### config.mk
export PLATFORM = sky130hd
export DESIGN_NAME = pong_draw_engine_flat
export DESIGN_NICKNAME = d
export VERILOG_FILES = /design/src/rtl/pong_draw_engine_if.sv /design/src/rtl/pong_draw_engine.sv /design/src/flat_wrapper.sv
export SDC_FILE = /design/constraint.sdc
export NUM_CORES = 1
export LEC_CHECK = 0
export ABC_AREA = 1
export CELL_PAD_IN_SITES_DETAIL_PLACEMENT = 1
export CELL_PAD_IN_SITES_GLOBAL_PLACEMENT = 2
export CORE_MARGIN = 4
export CORE_UTILIZATION = 37
export CTS_CLUSTER_DIAMETER = 200
export CTS_CLUSTER_SIZE = 12
export DETAILED_ROUTE_END_ITERATION = 10
export PLACE_DENSITY = 0.89
export SYNTH_ARGS = -nofsm -noshare
export SYNTH_HDL_FRONTEND = slang
export SYNTH_SLANG_ARGS = --single-unit
### constraint.sdc
create_clock -name clock -period 9.07 [get_ports clock]
set_input_delay 0.907 -clock clock [delete_from_list [all_inputs] [get_ports clock]]
set_output_delay 0.907 -clock clock [all_outputs]
set_load 0.01 [all_outputs]
### src/rtl/pong_draw_engine_if.sv
// Bus between game logic and pong_draw_engine: rectangle slots in, pixel stream and status out.
// The engine connects through the slave modport, the game logic (or bench) through master.
interface pong_draw_engine_if #(
    parameter int unsigned NUM_OBJ = 3,
    parameter int unsigned XW      = 8,
    parameter int unsigned YW      = 7,
    parameter int unsigned SZW     = 5,
    parameter int unsigned CW      = 3
);
    logic                   frame_tick;
    logic [NUM_OBJ-1:0]     obj_en;
    logic [NUM_OBJ*XW-1:0]  obj_x;
    logic [NUM_OBJ*YW-1:0]  obj_y;
    logic [NUM_OBJ*SZW-1:0] obj_w;
    logic [NUM_OBJ*SZW-1:0] obj_h;
    logic [NUM_OBJ*CW-1:0]  obj_colour;
    logic [XW-1:0]          x;
    logic [YW-1:0]          y;
    logic [CW-1:0]          colour;
    logic                   plot;
    logic                   busy;
    logic                   done;
    logic                   overrun;

    modport master (
        output frame_tick, obj_en, obj_x, obj_y, obj_w, obj_h, obj_colour,
        input  x, y, colour, plot, busy, done, overrun
    );

    modport slave (
        input  frame_tick, obj_en, obj_x, obj_y, obj_w, obj_h, obj_colour,
        output x, y, colour, plot, busy, done, overrun
    );
endinterface

### src/rtl/pong_draw_engine.sv
// Multi-object rectangle renderer feeding vga_adapter, one pixel per cycle.
// Each accepted frame_tick snapshots all slots, then per slot erases the old rectangle
// and draws the new one, skipping slots that have not changed.
// Optional macro DRAW_CLEAR_EN: full-screen background clear before the first frame after reset.
module pong_draw_engine #(
    parameter int unsigned   NUM_OBJ   = 3,
    parameter int unsigned   XW        = 8,
    parameter int unsigned   YW        = 7,
    parameter int unsigned   SZW       = 5,
    parameter int unsigned   CW        = 3,
    parameter int unsigned   H_RES     = 160,
    parameter int unsigned   V_RES     = 120,
    parameter logic [CW-1:0] BG_COLOUR = '0
) (
    input logic               clock,
    input logic               resetn,
    pong_draw_engine_if.slave bus
);

    localparam int unsigned    SLW       = (NUM_OBJ > 1) ? $clog2(NUM_OBJ) : 1;
    localparam logic [SLW-1:0] LAST_SLOT = SLW'(NUM_OBJ - 1);
    localparam logic [XW:0]    H_LIM     = (XW + 1)'(H_RES);
    localparam logic [YW:0]    V_LIM     = (YW + 1)'(V_RES);

    typedef enum logic [2:0] {StIdle, StClear, StSnap, StCheck, StErase, StDraw, StFin} state_e;

    state_e r_state, w_state_d, w_after_slot;

    // Frame snapshot and last-drawn rectangle per slot
    logic [NUM_OBJ-1:0] r_sn_en;
    logic [XW-1:0]      r_sn_x   [NUM_OBJ];
    logic [YW-1:0]      r_sn_y   [NUM_OBJ];
    logic [SZW-1:0]     r_sn_w   [NUM_OBJ];
    logic [SZW-1:0]     r_sn_h   [NUM_OBJ];
    logic [CW-1:0]      r_sn_col [NUM_OBJ];
    logic [NUM_OBJ-1:0] r_drawn;
    logic [XW-1:0]      r_old_x   [NUM_OBJ];
    logic [YW-1:0]      r_old_y   [NUM_OBJ];
    logic [SZW-1:0]     r_old_w   [NUM_OBJ];
    logic [SZW-1:0]     r_old_h   [NUM_OBJ];
    logic [CW-1:0]      r_old_col [NUM_OBJ];

    logic [SLW-1:0] r_slot;
    logic [SZW-1:0] r_col, r_row;
    logic [XW-1:0]  r_x;
    logic [YW-1:0]  r_y;
    logic [CW-1:0]  r_colour;
    logic           r_plot, r_busy, r_done, r_overrun;

`ifdef DRAW_CLEAR_EN
    localparam logic [XW-1:0] CLR_XL = XW'(H_RES - 1);
    localparam logic [YW-1:0] CLR_YL = YW'(V_RES - 1);
    logic [XW-1:0] r_cx;
    logic [YW-1:0] r_cy;
    logic          r_cleared;
    logic          w_clr_end;
    assign w_clr_end = (r_cx == CLR_XL) && (r_cy == CLR_YL);
`endif

    logic           w_nen, w_same, w_new_ok;
    logic [XW-1:0]  w_bx;
    logic [YW-1:0]  w_by;
    logic [SZW-1:0] w_bw, w_bh;
    logic [CW-1:0]  w_bcol;
    logic [XW:0]    w_sx;
    logic [YW:0]    w_sy;
    logic           w_col_last, w_row_last, w_rast_end, w_on_screen;
    logic [XW-1:0]  w_x_d;
    logic [YW-1:0]  w_y_d;
    logic [CW-1:0]  w_colour_d;
    logic           w_plot_d;

    // Slot classification for the CHECK decision
    assign w_nen    = r_sn_en[r_slot];
    assign w_new_ok = w_nen && (r_sn_w[r_slot] != '0) && (r_sn_h[r_slot] != '0);
    assign w_same   = r_drawn[r_slot] && w_nen
                   && (r_old_x[r_slot] == r_sn_x[r_slot]) && (r_old_y[r_slot] == r_sn_y[r_slot])
                   && (r_old_w[r_slot] == r_sn_w[r_slot]) && (r_old_h[r_slot] == r_sn_h[r_slot])
                   && (r_old_col[r_slot] == r_sn_col[r_slot]);
    assign w_after_slot = (r_slot == LAST_SLOT) ? StFin : StCheck;

    // Raster source: old rectangle while erasing, snapshot while drawing
    always_comb begin
        w_bx   = r_sn_x[r_slot];
        w_by   = r_sn_y[r_slot];
        w_bw   = r_sn_w[r_slot];
        w_bh   = r_sn_h[r_slot];
        w_bcol = r_sn_col[r_slot];
        if (r_state == StErase) begin
            w_bx   = r_old_x[r_slot];
            w_by   = r_old_y[r_slot];
            w_bw   = r_old_w[r_slot];
            w_bh   = r_old_h[r_slot];
            w_bcol = BG_COLOUR;
        end
    end

    // Sums carry one extra bit so off-screen pixels clip instead of wrapping
    assign w_sx        = {1'b0, w_bx} + (XW + 1)'(r_col);
    assign w_sy        = {1'b0, w_by} + (YW + 1)'(r_row);
    assign w_on_screen = (w_sx < H_LIM) && (w_sy < V_LIM);
    assign w_col_last  = (r_col == w_bw - SZW'(1));
    assign w_row_last  = (r_row == w_bh - SZW'(1));
    assign w_rast_end  = w_col_last && w_row_last;

    // FSM state register
    always_ff @(posedge clock or negedge resetn) begin
        if (!resetn) r_state <= StIdle;
        else         r_state <= w_state_d;
    end

    // Next state and next pixel output
    always_comb begin
        w_state_d  = r_state;
        w_plot_d   = 1'b0;
        w_x_d      = r_x;
        w_y_d      = r_y;
        w_colour_d = r_colour;
        case (r_state)
            StIdle: begin
                // a tick in the done cycle is dropped
                if (bus.frame_tick && !r_done) begin
`ifdef DRAW_CLEAR_EN
                    w_state_d = r_cleared ? StSnap : StClear;
`else
                    w_state_d = StSnap;
`endif
                end
            end
`ifdef DRAW_CLEAR_EN
            StClear: begin
                w_plot_d   = 1'b1;
                w_x_d      = r_cx;
                w_y_d      = r_cy;
                w_colour_d = BG_COLOUR;
                if (w_clr_end) w_state_d = StSnap;
            end
`endif
            StSnap:  w_state_d = StCheck;
            StCheck: begin
                if (w_same)              w_state_d = w_after_slot;
                else if (r_drawn[r_slot]) w_state_d = StErase;
                else if (w_new_ok)        w_state_d = StDraw;
                else                      w_state_d = w_after_slot;
            end
            StErase, StDraw: begin
                if (w_on_screen) begin
                    w_plot_d   = 1'b1;
                    w_x_d      = w_sx[XW-1:0];
                    w_y_d      = w_sy[YW-1:0];
                    w_colour_d = w_bcol;
                end
                if (w_rast_end) begin
                    w_state_d = (r_state == StErase && w_new_ok) ? StDraw : w_after_slot;
                end
            end
            StFin:   w_state_d = StIdle;
            default: w_state_d = StIdle;
        endcase
    end

    // Datapath: snapshot, raster counters, slot bookkeeping and registered outputs
    always_ff @(posedge clock or negedge resetn) begin
        if (!resetn) begin
            r_slot    <= '0;
            r_col     <= '0;
            r_row     <= '0;
            r_x       <= '0;
            r_y       <= '0;
            r_colour  <= '0;
            r_plot    <= 1'b0;
            r_busy    <= 1'b0;
            r_done    <= 1'b0;
            r_overrun <= 1'b0;
            r_sn_en   <= '0;
            r_drawn   <= '0;
            for (int i = 0; i < int'(NUM_OBJ); i++) begin
                r_sn_x[i]    <= '0;
                r_sn_y[i]    <= '0;
                r_sn_w[i]    <= '0;
                r_sn_h[i]    <= '0;
                r_sn_col[i]  <= '0;
                r_old_x[i]   <= '0;
                r_old_y[i]   <= '0;
                r_old_w[i]   <= '0;
                r_old_h[i]   <= '0;
                r_old_col[i] <= '0;
            end
`ifdef DRAW_CLEAR_EN
            r_cx      <= '0;
            r_cy      <= '0;
            r_cleared <= 1'b0;
`endif
        end else begin
            r_plot   <= w_plot_d;
            r_x      <= w_x_d;
            r_y      <= w_y_d;
            r_colour <= w_colour_d;
            r_done   <= (r_state == StFin);
            if (r_state == StIdle && w_state_d != StIdle) r_busy <= 1'b1;
            else if (r_state == StFin)                    r_busy <= 1'b0;
            if (bus.frame_tick && r_busy) r_overrun <= 1'b1;
            case (r_state)
`ifdef DRAW_CLEAR_EN
                StClear: begin
                    if (r_cx == CLR_XL) begin
                        r_cx <= '0;
                        r_cy <= (r_cy == CLR_YL) ? '0 : r_cy + YW'(1);
                    end else begin
                        r_cx <= r_cx + XW'(1);
                    end
                    if (w_clr_end) r_cleared <= 1'b1;
                end
`endif
                StSnap: begin
                    r_sn_en <= bus.obj_en;
                    for (int i = 0; i < int'(NUM_OBJ); i++) begin
                        r_sn_x[i]   <= bus.obj_x[i*XW +: XW];
                        r_sn_y[i]   <= bus.obj_y[i*YW +: YW];
                        r_sn_w[i]   <= bus.obj_w[i*SZW +: SZW];
                        r_sn_h[i]   <= bus.obj_h[i*SZW +: SZW];
                        r_sn_col[i] <= bus.obj_colour[i*CW +: CW];
                    end
                    r_slot <= '0;
                    r_col  <= '0;
                    r_row  <= '0;
                end
                StCheck: begin
                    r_col <= '0;
                    r_row <= '0;
                    if (w_state_d == StCheck || w_state_d == StFin) r_slot <= r_slot + SLW'(1);
                end
                StErase, StDraw: begin
                    if (w_col_last) begin
                        r_col <= '0;
                        r_row <= w_row_last ? '0 : r_row + SZW'(1);
                    end else begin
                        r_col <= r_col + SZW'(1);
                    end
                    if (w_rast_end) begin
                        if (r_state == StDraw) begin
                            r_old_x[r_slot]   <= r_sn_x[r_slot];
                            r_old_y[r_slot]   <= r_sn_y[r_slot];
                            r_old_w[r_slot]   <= r_sn_w[r_slot];
                            r_old_h[r_slot]   <= r_sn_h[r_slot];
                            r_old_col[r_slot] <= r_sn_col[r_slot];
                            r_drawn[r_slot]   <= 1'b1;
                            r_slot            <= r_slot + SLW'(1);
                        end else begin
                            r_drawn[r_slot] <= 1'b0;
                            if (!w_new_ok) r_slot <= r_slot + SLW'(1);
                        end
                    end
                end
                default: ;
            endcase
        end
    end

    assign bus.x       = r_x;
    assign bus.y       = r_y;
    assign bus.colour  = r_colour;
    assign bus.plot    = r_plot;
    assign bus.busy    = r_busy;
    assign bus.done    = r_done;
    assign bus.overrun = r_overrun;

endmodule

### src/flat_wrapper.sv
// flat-port wrapper written by rule: the top's interface ports become plain ports
module pong_draw_engine_flat 
#(
    parameter int unsigned   NUM_OBJ   = 3,
    parameter int unsigned   XW        = 8,
    parameter int unsigned   YW        = 7,
    parameter int unsigned   SZW       = 5,
    parameter int unsigned   CW        = 3,
    parameter int unsigned   H_RES     = 160,
    parameter int unsigned   V_RES     = 120,
    parameter logic [CW-1:0] BG_COLOUR = '0
)
  (clock, resetn, bus_frame_tick, bus_obj_en, bus_obj_x, bus_obj_y, bus_obj_w, bus_obj_h, bus_obj_colour, bus_x, bus_y, bus_colour, bus_plot, bus_busy, bus_done, bus_overrun);
  pong_draw_engine_if #(.NUM_OBJ(NUM_OBJ), .XW(XW), .YW(YW), .SZW(SZW), .CW(CW)) bus_i ();
  input logic clock;
  input logic resetn;
  input wire logic [$bits(bus_i.frame_tick)-1:0] bus_frame_tick;
  input wire logic [$bits(bus_i.obj_en)-1:0] bus_obj_en;
  input wire logic [$bits(bus_i.obj_x)-1:0] bus_obj_x;
  input wire logic [$bits(bus_i.obj_y)-1:0] bus_obj_y;
  input wire logic [$bits(bus_i.obj_w)-1:0] bus_obj_w;
  input wire logic [$bits(bus_i.obj_h)-1:0] bus_obj_h;
  input wire logic [$bits(bus_i.obj_colour)-1:0] bus_obj_colour;
  output wire logic [$bits(bus_i.x)-1:0] bus_x;
  output wire logic [$bits(bus_i.y)-1:0] bus_y;
  output wire logic [$bits(bus_i.colour)-1:0] bus_colour;
  output wire logic [$bits(bus_i.plot)-1:0] bus_plot;
  output wire logic [$bits(bus_i.busy)-1:0] bus_busy;
  output wire logic [$bits(bus_i.done)-1:0] bus_done;
  output wire logic [$bits(bus_i.overrun)-1:0] bus_overrun;
  assign bus_i.frame_tick = bus_frame_tick;
  assign bus_i.obj_en = bus_obj_en;
  assign bus_i.obj_x = bus_obj_x;
  assign bus_i.obj_y = bus_obj_y;
  assign bus_i.obj_w = bus_obj_w;
  assign bus_i.obj_h = bus_obj_h;
  assign bus_i.obj_colour = bus_obj_colour;
  assign bus_x = bus_i.x;
  assign bus_y = bus_i.y;
  assign bus_colour = bus_i.colour;
  assign bus_plot = bus_i.plot;
  assign bus_busy = bus_i.busy;
  assign bus_done = bus_i.done;
  assign bus_overrun = bus_i.overrun;
  pong_draw_engine #(.NUM_OBJ(NUM_OBJ), .XW(XW), .YW(YW), .SZW(SZW), .CW(CW), .H_RES(H_RES), .V_RES(V_RES), .BG_COLOUR(BG_COLOUR)) u_core (.clock(clock), .resetn(resetn), .bus(bus_i));
endmodule
# Word level (Yosys, flattened, before mapping)
# Index checks and enable logic that the tools add are counted.
[op_classes]
addsub = 7
n_mul = 0
n_div = 0
magnitude_cmp = 6
eq_ne = 19
shifts = 0
muxes = 77
bitwise = 4
n_reduce_logical = 32
[ops]
columns = ["cell", "n"]
rows = [
  ["$mux W5", 14],
  ["$mux W8", 6],
  ["$mux W3", 14],
  ["$mux W7", 6],
  ["$bmux W5 S2", 4],
  ["$bmux W8 S2", 2],
  ["$bwmux W15", 2],
  ["$bmux W7 S2", 2],
  ["$bwmux W24", 1],
  ["$bwmux W21", 1],
  ["$eq A5 B5 Y1", 4],
  ["$pmux W5 S2", 2],
  ["$demux W8 S2", 1],
  ["$logic_and A1 B1 Y1", 16],
  ["$demux W7 S2", 1],
  ["$bmux W3 S2", 2],
  ["$eq A3 B3 Y1 const B", 4],
  ["$pmux W3 S4", 1],
  ["$add A5 B1 Y5 const B", 2],
  ["$demux W5 S2", 1],
  ["$reduce_bool A5 Y1", 2],
  ["$sub A5 B1 Y5 const B", 2],
  ["$add A8 B5 Y9", 1],
  ["$bwmux W9", 1],
  ["other kinds (34)", 53],
]
[totals]
reg_bits = 211
latch_bits = 0
ramBits = 0
rom_bits = 0
inputBits = 90
out_inout_bits = 22
word_cells = 188
mem_count = 0

# Logic depth before layout (Yosys ltp)
[logic_depth]
depth_word = 16
ltp_mapped = 24
mapped_depth_nobuf = 24

# Worst setup path before layout
# OpenSTA, ideal clock, no wires.
[synth_timing]
path_type = "reg2reg"
startpoint = "register u_core.r_slot[1]"
endpoint = "register u_core.r_colour[1] (netlist: u_core.bus.colour[1])"
setup_time_ns = 0.095
arrival_ns = 3.162
t_required_ns = 8.975
setup_slack_ns = 5.813
stages_incl_launch_ff = 23
path_buffers = 4
synth_period_minus_slack_ns = 3.257
path_cell_list = "dfrtp_1 > inv_2 > buf_6 > buf_6 > buf_6 > nand3_1 > nand2_1 > inv_1 > o21ai_0 > ha_1 > inv_1 > fa_1 > o21ai_0 > nand2_1 > nand2_1 > nand2_1 > or2_1 > nand2_1 > nand2_1 > nand2_1 > nand3_2 > buf_4 > o31ai_1"
[synth_between]
elab_chain_cells = 9
elab_cells_between_ends = 25
cone_classes = "add/sub: 2; order compare: 2; mux: 18; bitwise: 1; reduce/logical: 2"
[synth_rtl]
columns = ["item", "line", "source"]
rows = [
  ["start, declared", "pong_draw_engine.sv:43", "logic [SLW-1:0] r_slot;"],
  ["start signal, assigned", "pong_draw_engine.sv:231", "if (w_state_d == StCheck || w_state_d == StFin) r_slot <= r_slot + SLW'(1);"],
  ["start signal, assigned", "pong_draw_engine.sv:248", "r_slot <= r_slot + SLW'(1);"],
  ["start signal, assigned", "pong_draw_engine.sv:251", "if (!w_new_ok) r_slot <= r_slot + SLW'(1);"],
  ["$not A2 Y3 (not written as such) (*)", "-", ""],
  ["$bmux W8 S2, or another cell as far along", "pong_draw_engine.sv:84", "w_bx = r_sn_x[r_slot];"],
  ["$mux W8 (not written as such), or another cell as far along (2 in a row)", "pong_draw_engine.sv:84", ""],
  ["$mux W8 or $mux W7 (tied branches)", "pong_draw_engine.sv:89", "if (r_state == StErase) begin"],
  ["$add A8 B5 Y9 or $add A7 B5 Y8 (tied branches)", "pong_draw_engine.sv:99, pong_draw_engine.sv:100", ""],
  ["$lt A9 B8 Y1 or $lt A8 B7 Y1 (tied branches)", "pong_draw_engine.sv:101", "assign w_on_screen = (w_sx < H_LIM) && (w_sy < V_LIM);"],
  ["$logic_and A1 B1 Y1", "pong_draw_engine.sv:101", ""],
  ["$reduce_and A2 Y1 (no source line)", "-", ""],
  ["end signal, assigned", "pong_draw_engine.sv:198", "r_colour <= w_colour_d;"],
  ["end, declared", "pong_draw_engine.sv:47", "logic [CW-1:0] r_colour;"],
]
# Mark *: on every way between the ends. The rest lies on a longest branch, timed or not. The select of a mux whose other input is x is not followed.
# A chain may end at the register's enable or synchronous reset.

# Worst setup path after layout
[layout_timing]
startpoint = "register u_core.r_slot[0]"
endpoint = "register u_core.r_y[3] (netlist: u_core.bus.y[3])"
[layout_between]
elab_chain_cells = 9
elab_cells_between_ends = 21
cone_classes = "add/sub: 2; order compare: 2; mux: 14; bitwise: 1; reduce/logical: 2"
[layout_rtl]
columns = ["item", "line", "source"]
rows = [
  ["$not A2 Y3 (not written as such) (*)", "-", ""],
  ["$bmux W8 S2, or another cell as far along", "pong_draw_engine.sv:84", ""],
  ["$mux W8 (not written as such), or another cell as far along (2 in a row)", "pong_draw_engine.sv:84", ""],
  ["$mux W8 or $mux W7 (tied branches)", "pong_draw_engine.sv:89", ""],
  ["$add A8 B5 Y9 or $add A7 B5 Y8 (tied branches)", "pong_draw_engine.sv:99, pong_draw_engine.sv:100", ""],
  ["$lt A9 B8 Y1 or $lt A8 B7 Y1 (tied branches)", "pong_draw_engine.sv:101", ""],
  ["$logic_and A1 B1 Y1", "pong_draw_engine.sv:101", ""],
  ["$reduce_and A2 Y1 (no source line)", "-", ""],
  ["end signal, assigned", "pong_draw_engine.sv:197", "r_y <= w_y_d;"],
  ["end, declared", "pong_draw_engine.sv:46", "logic [YW-1:0] r_y;"],
]
# Marked as above.

==> impl_metrics.py <==
metrics = {
    "yosys": {
        "total_nets_after_synthesis": 1614,
        "synth_compound_area_share_pct": 11.75,
        "ys_seq_area_share_pct": 45.36,
        "async_reset_ff_share_pct": 100.0,
        "combinational_family_with_the_most_area_after_synthesis": "simple AND/OR/NAND/NOR gates",
        "post_synth_inst_count": 1505,
        "synth-seq-cells": 211,
        "synth_area_per_cell_um2": 7.735,
        "post_synth_cell_types": 42,
        "synth_simple_gate_area_share_pct": 26.30,
        "yosys.area_share.xor_xnor_pct": 1.494,
        "edff_count_synth": 0,
        "yosys_most_used_dff": "sky130_fd_sc_hd__dfrtp_1",
        "ys.warnings.count": 0,
        "adder_cell_share_of_the_synthesized_area_pct": 2.171,
        "synth_mux_area_share_pct": 3.579,
        "mappedNetlistArea_um2": 11640,
    },
    "placed_design": {
        "final_wtd_congestion": 0.8243,
        "detailedPlacementHpwl_mm": 25.00,
        "count_of_buffers_from_port_buffering": 111,
    },
    "route": {
        "detail_route.drc_violations": 0,
        "drtIter0Drc": 544,
        "ant_nets": 0,
        "dr.pass1.iters": 4,
        "routed-via-count": 9966,
        "wirelength_mm": 35.01,
        "via_count_normalized_by_instance_count": 5.038,
        "wire_per_inst_um": 17.70,
    },
    "cells_and_area": {
        "multi_input_comb_area_um2": 5285,
        "nFillCells": 3766,
        "net_count_final": 1691,
        "final_util_pct": 43.58,
        "seq_area_um2": 5281,
        "final_layout_size_suffix_gt1_share_pct": 9.608,
        "area_growth_pct": 15.42,
        "antennaDiodeCount": 0,
    },
    "power": {
        "ir_worst_vdd_uv": 164.1,
        "p_leak_uw": 0.006518,
        "power.combinational.fraction_pct": 52.5,
        "seqPwrFrac_pct": 30.1,
        "power.density_cell_area_nw_per_um2": 328.9,
        "p_sw_uw": 2064,
        "cell_internal_pwr_uw": 2355,
        "switching_share_pct": 46.70,
        "clockPowerShare_pct": 17.3,
    },
    "sta": {
        "timing_worst_slew_pin_value_ns": 1.085,
        "layout_worst_path_cycle_share_pct": 61.23,
        "drv_slew": 0,
        "timing.setup.tns_ns": 0,
        "layout_min_cycle_time_ns": 5.553,
        "timing.fmax_mhz": 180.1,
        "setup_viol_count_final": 0,
        "timing.slew.headroom_pct": 27.66,
        "finalHoldViolCount": 0,
        "grt_setup_unrepaired": "no",
        "clock_skew_ns": 0.01086,
    },
    "global_route": {
        "maximum_number_of_pins_on_one_net_before_global_route_repair": 88,
        "first_global_vias": 10510,
        "globalRoute.totalOverflow": 0,
        "grt_pass1_wl_mm": 57.22,
        "grtUsageTotal_pct": 20.92,
        "antenna_found_initial": 1,
    },
    "job": {
        "drv_cap": 0,
    },
    "die": {
        "die_area_um2": 34360,
        "ioPinCount": 112,
        "core_area_um2": 30830,
        "initial_core_utilization_pct": 37.76,
        "height_of_the_chip_um": 185.4,
        "die-width_um": 185.4,
        "placementRows": 64,
    },
    "worst_setup_path": {
        "required_ns": 9.51,
        "critical-path-top-delay-family": "simple AND/OR/NAND/NOR gates",
        "critical_path.startpoint_type": "flip-flop",
        "critPathMaxStageDelay_ns": 0.61,
        "cp_common_cell": "sky130_fd_sc_hd__nand2_1",
        "critPathArrivalTime_ns": 5.99,
        "critPathBufInv": 6,
        "timing.critical_path.fanout_max": 59,
        "cp_cell_sequence": "inv_2 -> buf_4 -> nand2_4 -> inv_4 -> nand2_1 -> nand2_1 -> inv_1 -> o21ai_0 -> ha_1 -> inv_1 -> fa_1 -> o21ai_0 -> nand2_1 -> nand2_1 -> nand2_1 -> or2_1 -> nand2_1 -> nand2_1 -> nand2_1 -> nand3_2 -> inv_1 -> nand2_1 -> nand2_1",
        "critPathKind": "flip-flop to flip-flop",
        "crit_path_top_delay_cell": "sky130_fd_sc_hd__buf_4",
        "endpoint_class_of_the_critical_path": "flip-flop",
    },
    "hold_path": {
        "min_path_type": "flip-flop to flip-flop",
    },
    "outcome": {
        "status": "complete, no violations",
    },
    "clocking": {
        "cts_post_setup_buffers_inserted": 0,
        "clk_buf_depth": 3,
        "cts_hold_buffers": 0,
        "ctsHtreeMaxLevel": 1,
        "cts.sink_count": 211,
        "clk_root_buffer_cell": "sky130_fd_sc_hd__clkbuf_16",
        "tritoncts": "yes",
        "cts.clk_slew.worst_paths_ns": 0.07,
        "clk-insertion-delay-late_ns": 0.50,
        "numCtsBuffers": 21,
        "cts_resized": 0,
    },
}
[worst reg2reg max path: stages (launching register included)]
cell and delay (ns):
sky130_fd_sc_hd__dfrtp_2 0.58, sky130_fd_sc_hd__inv_2 0.09, sky130_fd_sc_hd__buf_4 0.61, sky130_fd_sc_hd__nand2_4 0.46, sky130_fd_sc_hd__inv_4 0.57, sky130_fd_sc_hd__nand2_1 0.10
sky130_fd_sc_hd__nand2_1 0.18, sky130_fd_sc_hd__inv_1 0.10, sky130_fd_sc_hd__o21ai_0 0.25, sky130_fd_sc_hd__ha_1 0.23, sky130_fd_sc_hd__inv_1 0.06, sky130_fd_sc_hd__fa_1 0.39
sky130_fd_sc_hd__o21ai_0 0.29, sky130_fd_sc_hd__nand2_1 0.10, sky130_fd_sc_hd__nand2_1 0.07, sky130_fd_sc_hd__nand2_1 0.06, sky130_fd_sc_hd__or2_1 0.22, sky130_fd_sc_hd__nand2_1 0.08
sky130_fd_sc_hd__nand2_1 0.05, sky130_fd_sc_hd__nand2_1 0.08, sky130_fd_sc_hd__nand3_2 0.42, sky130_fd_sc_hd__inv_1 0.34, sky130_fd_sc_hd__nand2_1 0.09, sky130_fd_sc_hd__nand2_1 0.07
[Yosys cell counts (14+ instances only)]
cell	count	area share (%)
sky130_fd_sc_hd__a21oi_1	75	3.2
sky130_fd_sc_hd__buf_2	25	1.1
sky130_fd_sc_hd__buf_6	17	1.6
sky130_fd_sc_hd__dfrtp_1	211	45
sky130_fd_sc_hd__ha_1	17	1.8
sky130_fd_sc_hd__inv_1	164	5.3
sky130_fd_sc_hd__mux2_2	37	3.6
sky130_fd_sc_hd__nand2_1	506	16
sky130_fd_sc_hd__nand2_2	14	0.75
sky130_fd_sc_hd__nand3_1	85	3.7
sky130_fd_sc_hd__nor2_1	112	3.6
sky130_fd_sc_hd__o21ai_0	95	4.1
sky130_fd_sc_hd__o21ai_2	34	2.6
[stage by stage]
step / power [uW] / hold WS [ns] / cells / cell area [um^2] / worst slack [ns]
floorplan: 2933 / 0.4494 / 1505 / 11640 / 5.813
global placement: 3630 / 0.4477 / 1955 / 12900 / 3.564
detailed placement: 3704 / 0.4597 / 1955 / 12900 / 3.382
CTS: 4497 / 0.4705 / 1978 / 13440 / 3.360
global route: 4825 / 0.4899 / 1978 / 13440 / 2.747
finish: 4419 / 0.4676 / 1978 / 13440 / 3.517
[sequential cells by signal, summed over array words and instances, names as in the netlist, 2 cells and up, named ones only]
register and count:
u_core.r_sn_x 24, u_core.bus.colour 3, u_core.bus.y 7, u_core.r_old_y 21, u_core.r_sn_col 9, u_core.r_row 5, u_core.r_old_x 24, u_core.r_state 3
u_core.bus.x 8, u_core.r_sn_h 15, u_core.r_old_col 9, u_core.r_old_h 15, u_core.r_sn_y 21, u_core.r_old_w 15, u_core.r_slot 2, u_core.r_sn_w 15
u_core.r_sn_en 3, u_core.r_col 5
[worst paths after layout]
kind,cells past startpoint,slack (ns),end,from
worst min-delay path,1,0.47,u_core.bus.overrun,u_core.bus.overrun
min in group asynchronous,1,0.48,u_core.r_sn_col[7],resetn
worst max register to register,23,3.52,u_core.bus.y[3],u_core.r_slot[0]
worst max-delay path,23,3.52,u_core.bus.y[3],u_core.r_slot[0]
max in group asynchronous,2,6.96,u_core.r_slot[0],resetn
worst min register to register,1,0.47,u_core.bus.overrun,u_core.bus.overrun
[placed cells by master (no fill, tap or decap), types with 2 or more instances in the layout]
cell type,netlist,layout
sky130_fd_sc_hd__a21oi_2,5,5
sky130_fd_sc_hd__xor2_1,12,12
sky130_fd_sc_hd__nand3_2,8,8
sky130_fd_sc_hd__o22ai_1,4,4
sky130_fd_sc_hd__nand3_1,85,84
sky130_fd_sc_hd__nand2_1,506,506
sky130_fd_sc_hd__xnor2_1,6,6
sky130_fd_sc_hd__inv_4,2,2
sky130_fd_sc_hd__buf_4,3,8
sky130_fd_sc_hd__nor2_1,112,112
sky130_fd_sc_hd__o21ai_0,95,95
sky130_fd_sc_hd__mux2_2,37,37
sky130_fd_sc_hd__fa_1,2,2
sky130_fd_sc_hd__inv_1,164,164
sky130_fd_sc_hd__nor2_4,5,5
sky130_fd_sc_hd__inv_2,8,8
sky130_fd_sc_hd__nand4_1,4,4
sky130_fd_sc_hd__nand2_2,14,14
sky130_fd_sc_hd__o21ai_1,11,11
sky130_fd_sc_hd__nor3_1,5,5
sky130_fd_sc_hd__clkdlybuf4s50_1,0,110
sky130_fd_sc_hd__o21ai_2,34,34
sky130_fd_sc_hd__a21oi_1,75,75
sky130_fd_sc_hd__o41ai_1,2,2
sky130_fd_sc_hd__nand2_4,2,2
sky130_fd_sc_hd__o31ai_1,4,4
sky130_fd_sc_hd__dfrtp_1,211,210
sky130_fd_sc_hd__ha_1,17,17
sky130_fd_sc_hd__clkbuf_16,0,21
[area by class of cell]
class | count | share of cell area, %
clock inverters | 1 | 0.05587
clock buffers | 22 | 3.939
inverters | 175 | 4.935
flip-flops and latches | 211 | 39.31
well taps | 396 | 3.688
multi-input cells | 1054 | 39.33
repair buffers | 119 | 8.744
[kinds of logic (layout without fill, tap and decap cells)]
kind of cell / Yosys count / count (layout)
DFF: 211 / 211
and+or+nand+nor: 744 / 744
buffers and inverters: 240 / 317
adders and majority gates: 19 / 19
xor gates and xnor gates: 19 / 19
muxes: 37 / 37
AOI/OAI and AO/OA: 235 / 235
[power by group through the flow]
stage | sequential (uW) | clock, uW | combinational, uW
floorplan | 1320 | 0 | 1610
global placement | 1340 | 0 | 2290
detailed placement | 1350 | 0 | 2350
CTS | 1330 | 796 | 2370
global route | 1360 | 832 | 2630
finish | 1330 | 766 | 2320
[layer usage]
| layer | global-route usage [%] | routed length, um | vias to the layer above | part of all wire, % |
|---|---|---|---|---|
| li1 | - | - | 4874 | - |
| met1 | 28.13 | 16080 | 4900 | 46 |
| met2 | 36.51 | 17050 | 145 | 49 |
| met3 | 2.435 | 1097 | 45 | 3.1 |
| met4 | 4.345 | 772 | 2 | 2.2 |
| met5 | 0 | 12 | - | 0.034 |
(Power assumes the default switching activity.)
